**src/rtl/zt_stl_pkg.sv**
```systemverilog
// Shared helpers for the zt_stl delay-line primitives.
package zt_stl_pkg;

    localparam int ZT_STL_MINW = 1;

    function automatic int ZT_STL_CLOG2(input int n);
        int r;
        r = 0;
        while ((1 << r) < n) r++;
        return r;
    endfunction

endpackage

```
**src/rtl/zt_stl_shift_stage.sv**
```systemverilog
// One {valid, data} stage of the programmable delay line.
module zt_stl_shift_stage #(
    parameter int WIDTH    = 8,
    parameter int GATEDATA = 0
) (
    input  logic             clk,
    input  logic             rst,
    input  logic             adv,
    input  logic             flush,
    input  logic             v_in,
    input  logic [WIDTH-1:0] d_in,
    output logic             v_q,
    output logic [WIDTH-1:0] d_q
);

    always_ff @(posedge clk or posedge rst) begin
        if (rst) begin
            v_q <= 1'b0;
            d_q <= '0;
        end else begin
            if (flush)    v_q <= 1'b0;
            else if (adv) v_q <= v_in;
            // Data may shift during a flush; its valid is cleared so the value is unobservable as a beat.
            if (adv && (GATEDATA == 0 || v_in)) d_q <= d_in;
        end
    end

endmodule

```
**src/rtl/zt_stl_shift_pipe.sv**
```systemverilog
// Multi-channel delay line with per-cycle selectable tap, stall and flush.
module zt_stl_shift_pipe
    import zt_stl_pkg::*;
#(
    parameter int BITDATA  = 8,
    parameter int NUMCHAN  = 1,
    parameter int MAXDELAY = 4,
    parameter int GATEDATA = 0,
    parameter int DLYW     = (ZT_STL_CLOG2(MAXDELAY + 1) < ZT_STL_MINW) ? ZT_STL_MINW
                                                                         : ZT_STL_CLOG2(MAXDELAY + 1)
) (
    input  logic                       clk,
    input  logic                       rst,
    input  logic                       adv,
    input  logic                       flush,
    input  logic [DLYW-1:0]            dly,
    input  logic                       vld_in,
    input  logic [NUMCHAN*BITDATA-1:0] din,
    output logic                       vld_out,
    output logic [NUMCHAN*BITDATA-1:0] dout,
    output logic                       busy,
    output logic                       dly_err
);

    localparam int              W    = NUMCHAN * BITDATA;
    localparam logic [DLYW-1:0] MAXD = DLYW'(MAXDELAY);

    // Index 0 is the combinational input stage; 1..MAXDELAY are registers.
    logic [MAXDELAY:0]        vld;
    logic [MAXDELAY:0][W-1:0] dat;
    logic [DLYW-1:0]          tap;

    assign vld[0] = vld_in;
    assign dat[0] = din;

    for (genvar k = 1; k <= MAXDELAY; k++) begin : g_stage
        zt_stl_shift_stage #(
            .WIDTH    (W),
            .GATEDATA (GATEDATA)
        ) u_stage (
            .clk   (clk),
            .rst   (rst),
            .adv   (adv),
            .flush (flush),
            .v_in  (vld[k-1]),
            .d_in  (dat[k-1]),
            .v_q   (vld[k]),
            .d_q   (dat[k])
        );
    end

    assign dly_err = (dly > MAXD);
    assign busy    = |vld[MAXDELAY:1];

    always_comb begin
        tap     = dly_err ? MAXD : dly;
        vld_out = vld[tap];
        dout    = dat[tap];
    end

endmodule

```
**config.mk**
```make
export PLATFORM = sky130hd
export DESIGN_NAME = zt_stl_shift_pipe
export DESIGN_NICKNAME = d
export VERILOG_FILES = /design/src/rtl/zt_stl_pkg.sv /design/src/rtl/zt_stl_shift_stage.sv /design/src/rtl/zt_stl_shift_pipe.sv
export SDC_FILE = /design/constraint.sdc
export NUM_CORES = 1
export LEC_CHECK = 0
export BUFFER_PORTS_ARGS = -buffer_cell sky130_fd_sc_hd__buf_4
export CAP_MARGIN = 30
export CORE_MARGIN = 5
export CORE_UTILIZATION = 47
export CTS_CLUSTER_SIZE = 8
export DETAILED_ROUTE_END_ITERATION = 12
export GPL_ROUTABILITY_DRIVEN = 0
export GPL_TIMING_DRIVEN = 0
export PLACE_DENSITY = 0.69
export REMOVE_ABC_BUFFERS = 1
export SLEW_MARGIN = 25
export SYNTH_ARGS = -nofsm -noshare
export SYNTH_HDL_FRONTEND = slang
export SYNTH_SLANG_ARGS = --single-unit
```
**constraint.sdc**
```tcl
create_clock -name clk -period 1 [get_ports clk]
set_input_delay 0 -clock clk [delete_from_list [all_inputs] [get_ports clk]]
set_output_delay 0 -clock clk [all_outputs]
set_load 0.01 [all_outputs]
```
; ---- Word level (Yosys, flattened, before mapping)
; Cells that the tools add are included.
[word_totals]
regBits = 36
in_bits = 16
output_inout_bits = 11
word_cells = 25
[op_classes]
magnitude_cmp = 2
muxes = 13
n_reduce_logical = 2
[ops]
columns = op, count
row1 = binary-select mux 8 bit (select 3 bit), 1
row2 = two-way mux 1 bit, 9
row3 = two-way mux 8 bit, 1
row4 = < comparator 3 x 4 -> 1 bit (second input constant), 1
row5 = OR reduction 4 bit, 1
row6 = binary-select mux 1 bit (select 3 bit), 1
row7 = > comparator 3 bit (second input constant), 1
row8 = two-way mux 3 bit, 1
row9 = nonzero test 2 bit, 1

; ---- Depth between registers and ports, before layout
[logic_depth]
ltp_word = 4
ltp_mapped = 5
ltp_nobuf = 3

; ---- Cells and area by module
; From an unflattened synthesis, not the netlist that was laid out.
[hier_totals]
hier_cells = 130
hier_area_um2 = 1868.0
[by_module_without_submodules]
columns = module, instances, cells_per_inst, area_per_inst_um2, seq_area_each_um2
row1 = zt_stl_shift_stage, 4, 21, 374.1, 225.2
row2 = zt_stl_shift_pipe, 1, 46, 371.6, 0.0

; ---- Worst setup path before layout
; OpenSTA, ideal clock, no wires.
[synth_timing]
kind = register to output
start = register g_stage[1].u_stage.v_q
end = output busy
t_arrival_ps = 943
path_slack_ps = 57
path_stages_with_launch = 2
n_path_buf = 0
cell_sequence = dfrtp_1 -> or4_1
[synth_between]
elab_chain_cells = 1
[synth_lines]
columns = element, line
row1 = start: declaration, zt_stl_shift_stage.sv:12  ; output logic v_q,
row2 = start signal: assignment, zt_stl_shift_stage.sv:22  ; else if (adv) v_q <= v_in;
row3 = OR reduction 4 bit, zt_stl_shift_pipe.sv:53  ; assign busy = |vld[MAXDELAY:1];
row4 = end: declaration, zt_stl_shift_pipe.sv:21  ; output logic busy,
; Every way passes these cells.

; ---- Worst setup path after layout
[layout_timing]
start = register g_stage[3].u_stage.v_q
end = output busy
[layout_between]
elab_chain_cells = 1
[layout_lines]
columns = element, line
row1 = start: declaration, zt_stl_shift_stage.sv:12
row2 = start signal: assignment, zt_stl_shift_stage.sv:22
row3 = OR reduction 4 bit, zt_stl_shift_pipe.sv:53
; Every way passes these cells.

==> flow_summary.ini <==
[run_status]
outcome = finished with violations
violations = negative setup slack

[grt]
grt.overflow.total = 0
grt_pass1_vias = 1282
grt_pass1_wl_mm = 6.009
gr-usage-all-layers = 0.1506
antenna_found_initial = 0
grt_max_degree = 45

[clocking]
h-tree-depth = 2
cts_buffer_depth = 2
clockRootBuffer = clkbuf_8
clock-sinks = 36
cts.reportedPaths.clkPinSlew_ps = 70
cts_tree = done
clk_latency_ps = 280
cts_inserted_buffers = 5

[placement]
io_buffers = 26
hpwl_mm = 2.185
dp_slack_ps = -211.0

[final_layout]
insertedDiodeCount = 0
regArea_um2 = 900.9
final_cell_mix = buf_4 (38), dfrtp_1 (36), mux2_4 (22)
area_growth_pct = 36.56
fill_cells = 267
layout_commonest_cell = buf_4
nets = 209
post-route-util = 0.6704
multi_input_comb_area_um2 = 903.4
layout-drive-gt1-share = 0.5464

[synth]
synth_area_per_cell_um2 = 12.67
syn-cell-area_mm2 = 0.001824
synth-simple-area-share = 0.03567
synth_cell_types = 19
synth_cells = 144
ys_seq_elements = 36
yosysWarnings = 0
synth_seq_area_share = 0.4938
synth-adder-area-share = 0
synth_compound_area_frac = 0.1125
synth_xor_area_frac = 0
synth_top_family_by_area = multiplexers
muxShareOfSynthArea = 0.2997

[die]
placementRows = 22
initial_utilization = 0.4909
die_w_um = 72.30
core_area_mm2 = 0.003716
ios = 27
dieArea_mm2 = 0.005227
fp.dieH_um = 72.30

[pwr]
peakVddDrop_mv = 1.995
p_int_mw = 3.511
power.density_mw_per_mm2 = 1827
p_sw_mw = 1.041
swShare = 0.2287
p_comb_frac = 0.221
pwr-share-clk = 0.386
leakagePower_nw = 1.176
p_seq_frac = 0.393

[job]
cap_violations = 0

[timing]
fin_crit_ps = 1344
setup_viol = 14
skew_ps = 0.5418
slew_headroom = 0.5473
tightest_slew_ps = 679.0
finalHoldViolCount = 0
fmax_ghz = 0.7442
rsz0062_at_grt = true
fin_crit_sh = 1.344
hold_slack_ps = 199.6
slew_viol_final = 0
timing.final.ws_setup_ps = -343.7

[setup_path]
cpMaxStageDelayCell = or4_4
start_kind = register
cp-end-kind = primary output
required_ps = 1000
arrival_ps = 1340
path_class = reg -> out
r2r_slack_ps = -10
crit_chain = or4_4, buf_6
critPathMaxStageDelay_ps = 520
reg2reg_from = g_stage[1].u_stage.d_q[1]
path_max_fanout = 4
crit_start = g_stage[3].u_stage.v_q
reg2regPathDepth = 3
regToRegEndpoint = g_stage[2].u_stage.d_q[1]

[routing]
ant_nets = 0
drc_errors = 0
vias = 1225
first_pass_iters = 4
post_drt_wl_per_cell_um = 15.23
viasPerCell = 5.062
finalWirelength_mm = 3.685
drtIter0Drc = 35

[min_path]
worstHoldStart = adv
hold_path_depth = 3
hp-class = in -> reg
hold_path_end = g_stage[4].u_stage.d_q[5]
## synth_stat cells
cell      instances  area, µm²
a21oi_1           9      45.04
buf_12            1      20.02
buf_2             6      30.03
buf_6             1      11.26
clkbuf_1          2      7.510
dfrtp_1          36      900.9
inv_1            10      37.54
mux2_1            5      56.30
mux2_2           28      315.3
mux2_4            9      135.1
mux2i_1           4      40.04
nand2_1           8      30.03
nand2b_1          1      6.260
nor2_1            4      15.01
o21a_1            1      7.510
o21ai_0           8      40.04
o22ai_2           9      112.6
or2_2             1      6.260
or4_1             1      7.510
## per-stage QoR
stage	TNS [ps]	total power [mW]	area, µm²	std cells
after floorplan	0	2.299	1755	134
after global placement	-9694	2.557	2011	208
after detailed placement	-1474	2.610	2011	208
after CTS	-3007	4.484	2392	235
after global routing	-3572	4.759	2491	242
final	-2950	4.551	2491	242
## sequential cells by signal, summed over array words and instances (netlist names)
name / cells
g_stage.u_stage.v_q: 4
g_stage.u_stage.d_q: 32
## cell families after synthesis
logic type / Yosys count
multiplexers: 46
flip-flops: 36
buffers and inverters: 20
AND/OR/NAND/NOR: 15
AO/OA/AOI/OAI: 27
## power groups by stage
stage	Combinational (mW)	Clock [mW]	Sequential [mW]
after floorplan	0.522	0	1.78
after global placement	0.761	0	1.80
after detailed placement	0.795	0	1.82
after CTS	0.913	1.79	1.78
after global routing	1.09	1.86	1.81
final	1.01	1.76	1.79
## worst max-delay path, delay by kind of cell (launching register included)
| family | cells | cell delay, ps |
|---|---|---|
| simple gates | 1 | 520 |
| flops | 1 | 410 |
| buf+inv | 1 | 130 |
## layer usage
metal / track usage / up-vias / wire, µm
met2: 0.2518 / 19 / 1947
met4: 0.08351 / 0 / 64
met1: 0.1690 / 601 / 1526
met5: 0 / - / 0
li1: - / 598 / -
met3: 0.04848 / 7 / 146
## worst max-delay path by stage
| stage | cells past startpoint | slack (ps) | endpoint |
|---|---|---|---|
| after CTS | 2 | -350 | busy |
| after detailed placement | 5 | -210 | dout[6] |
| after global routing | 2 | -390 | busy |
| after global placement | 2 | -240 | g_stage[3].u_stage.v_q |
| after floorplan | 1 | 60 | busy |
| final | 2 | -340 | busy |
## final cells by class
class,count,area share
repair buffers,52,0.1723
clock buffers,5,0.02762
well taps,48,0.02411
multi-input cells,88,0.3626
inverters,10,0.01557
flip-flops and latches,36,0.3616
clock inverters,3,0.03616
## repair_timing
action	CTS	global route
setup buffers	8	7
pin swaps	1	0
endpoints found under the setup margin	10	46
hold endpoints to repair	48	0
gates resized for setup	14	12
hold buffers	11	0
(Power assumes the default switching activity.)
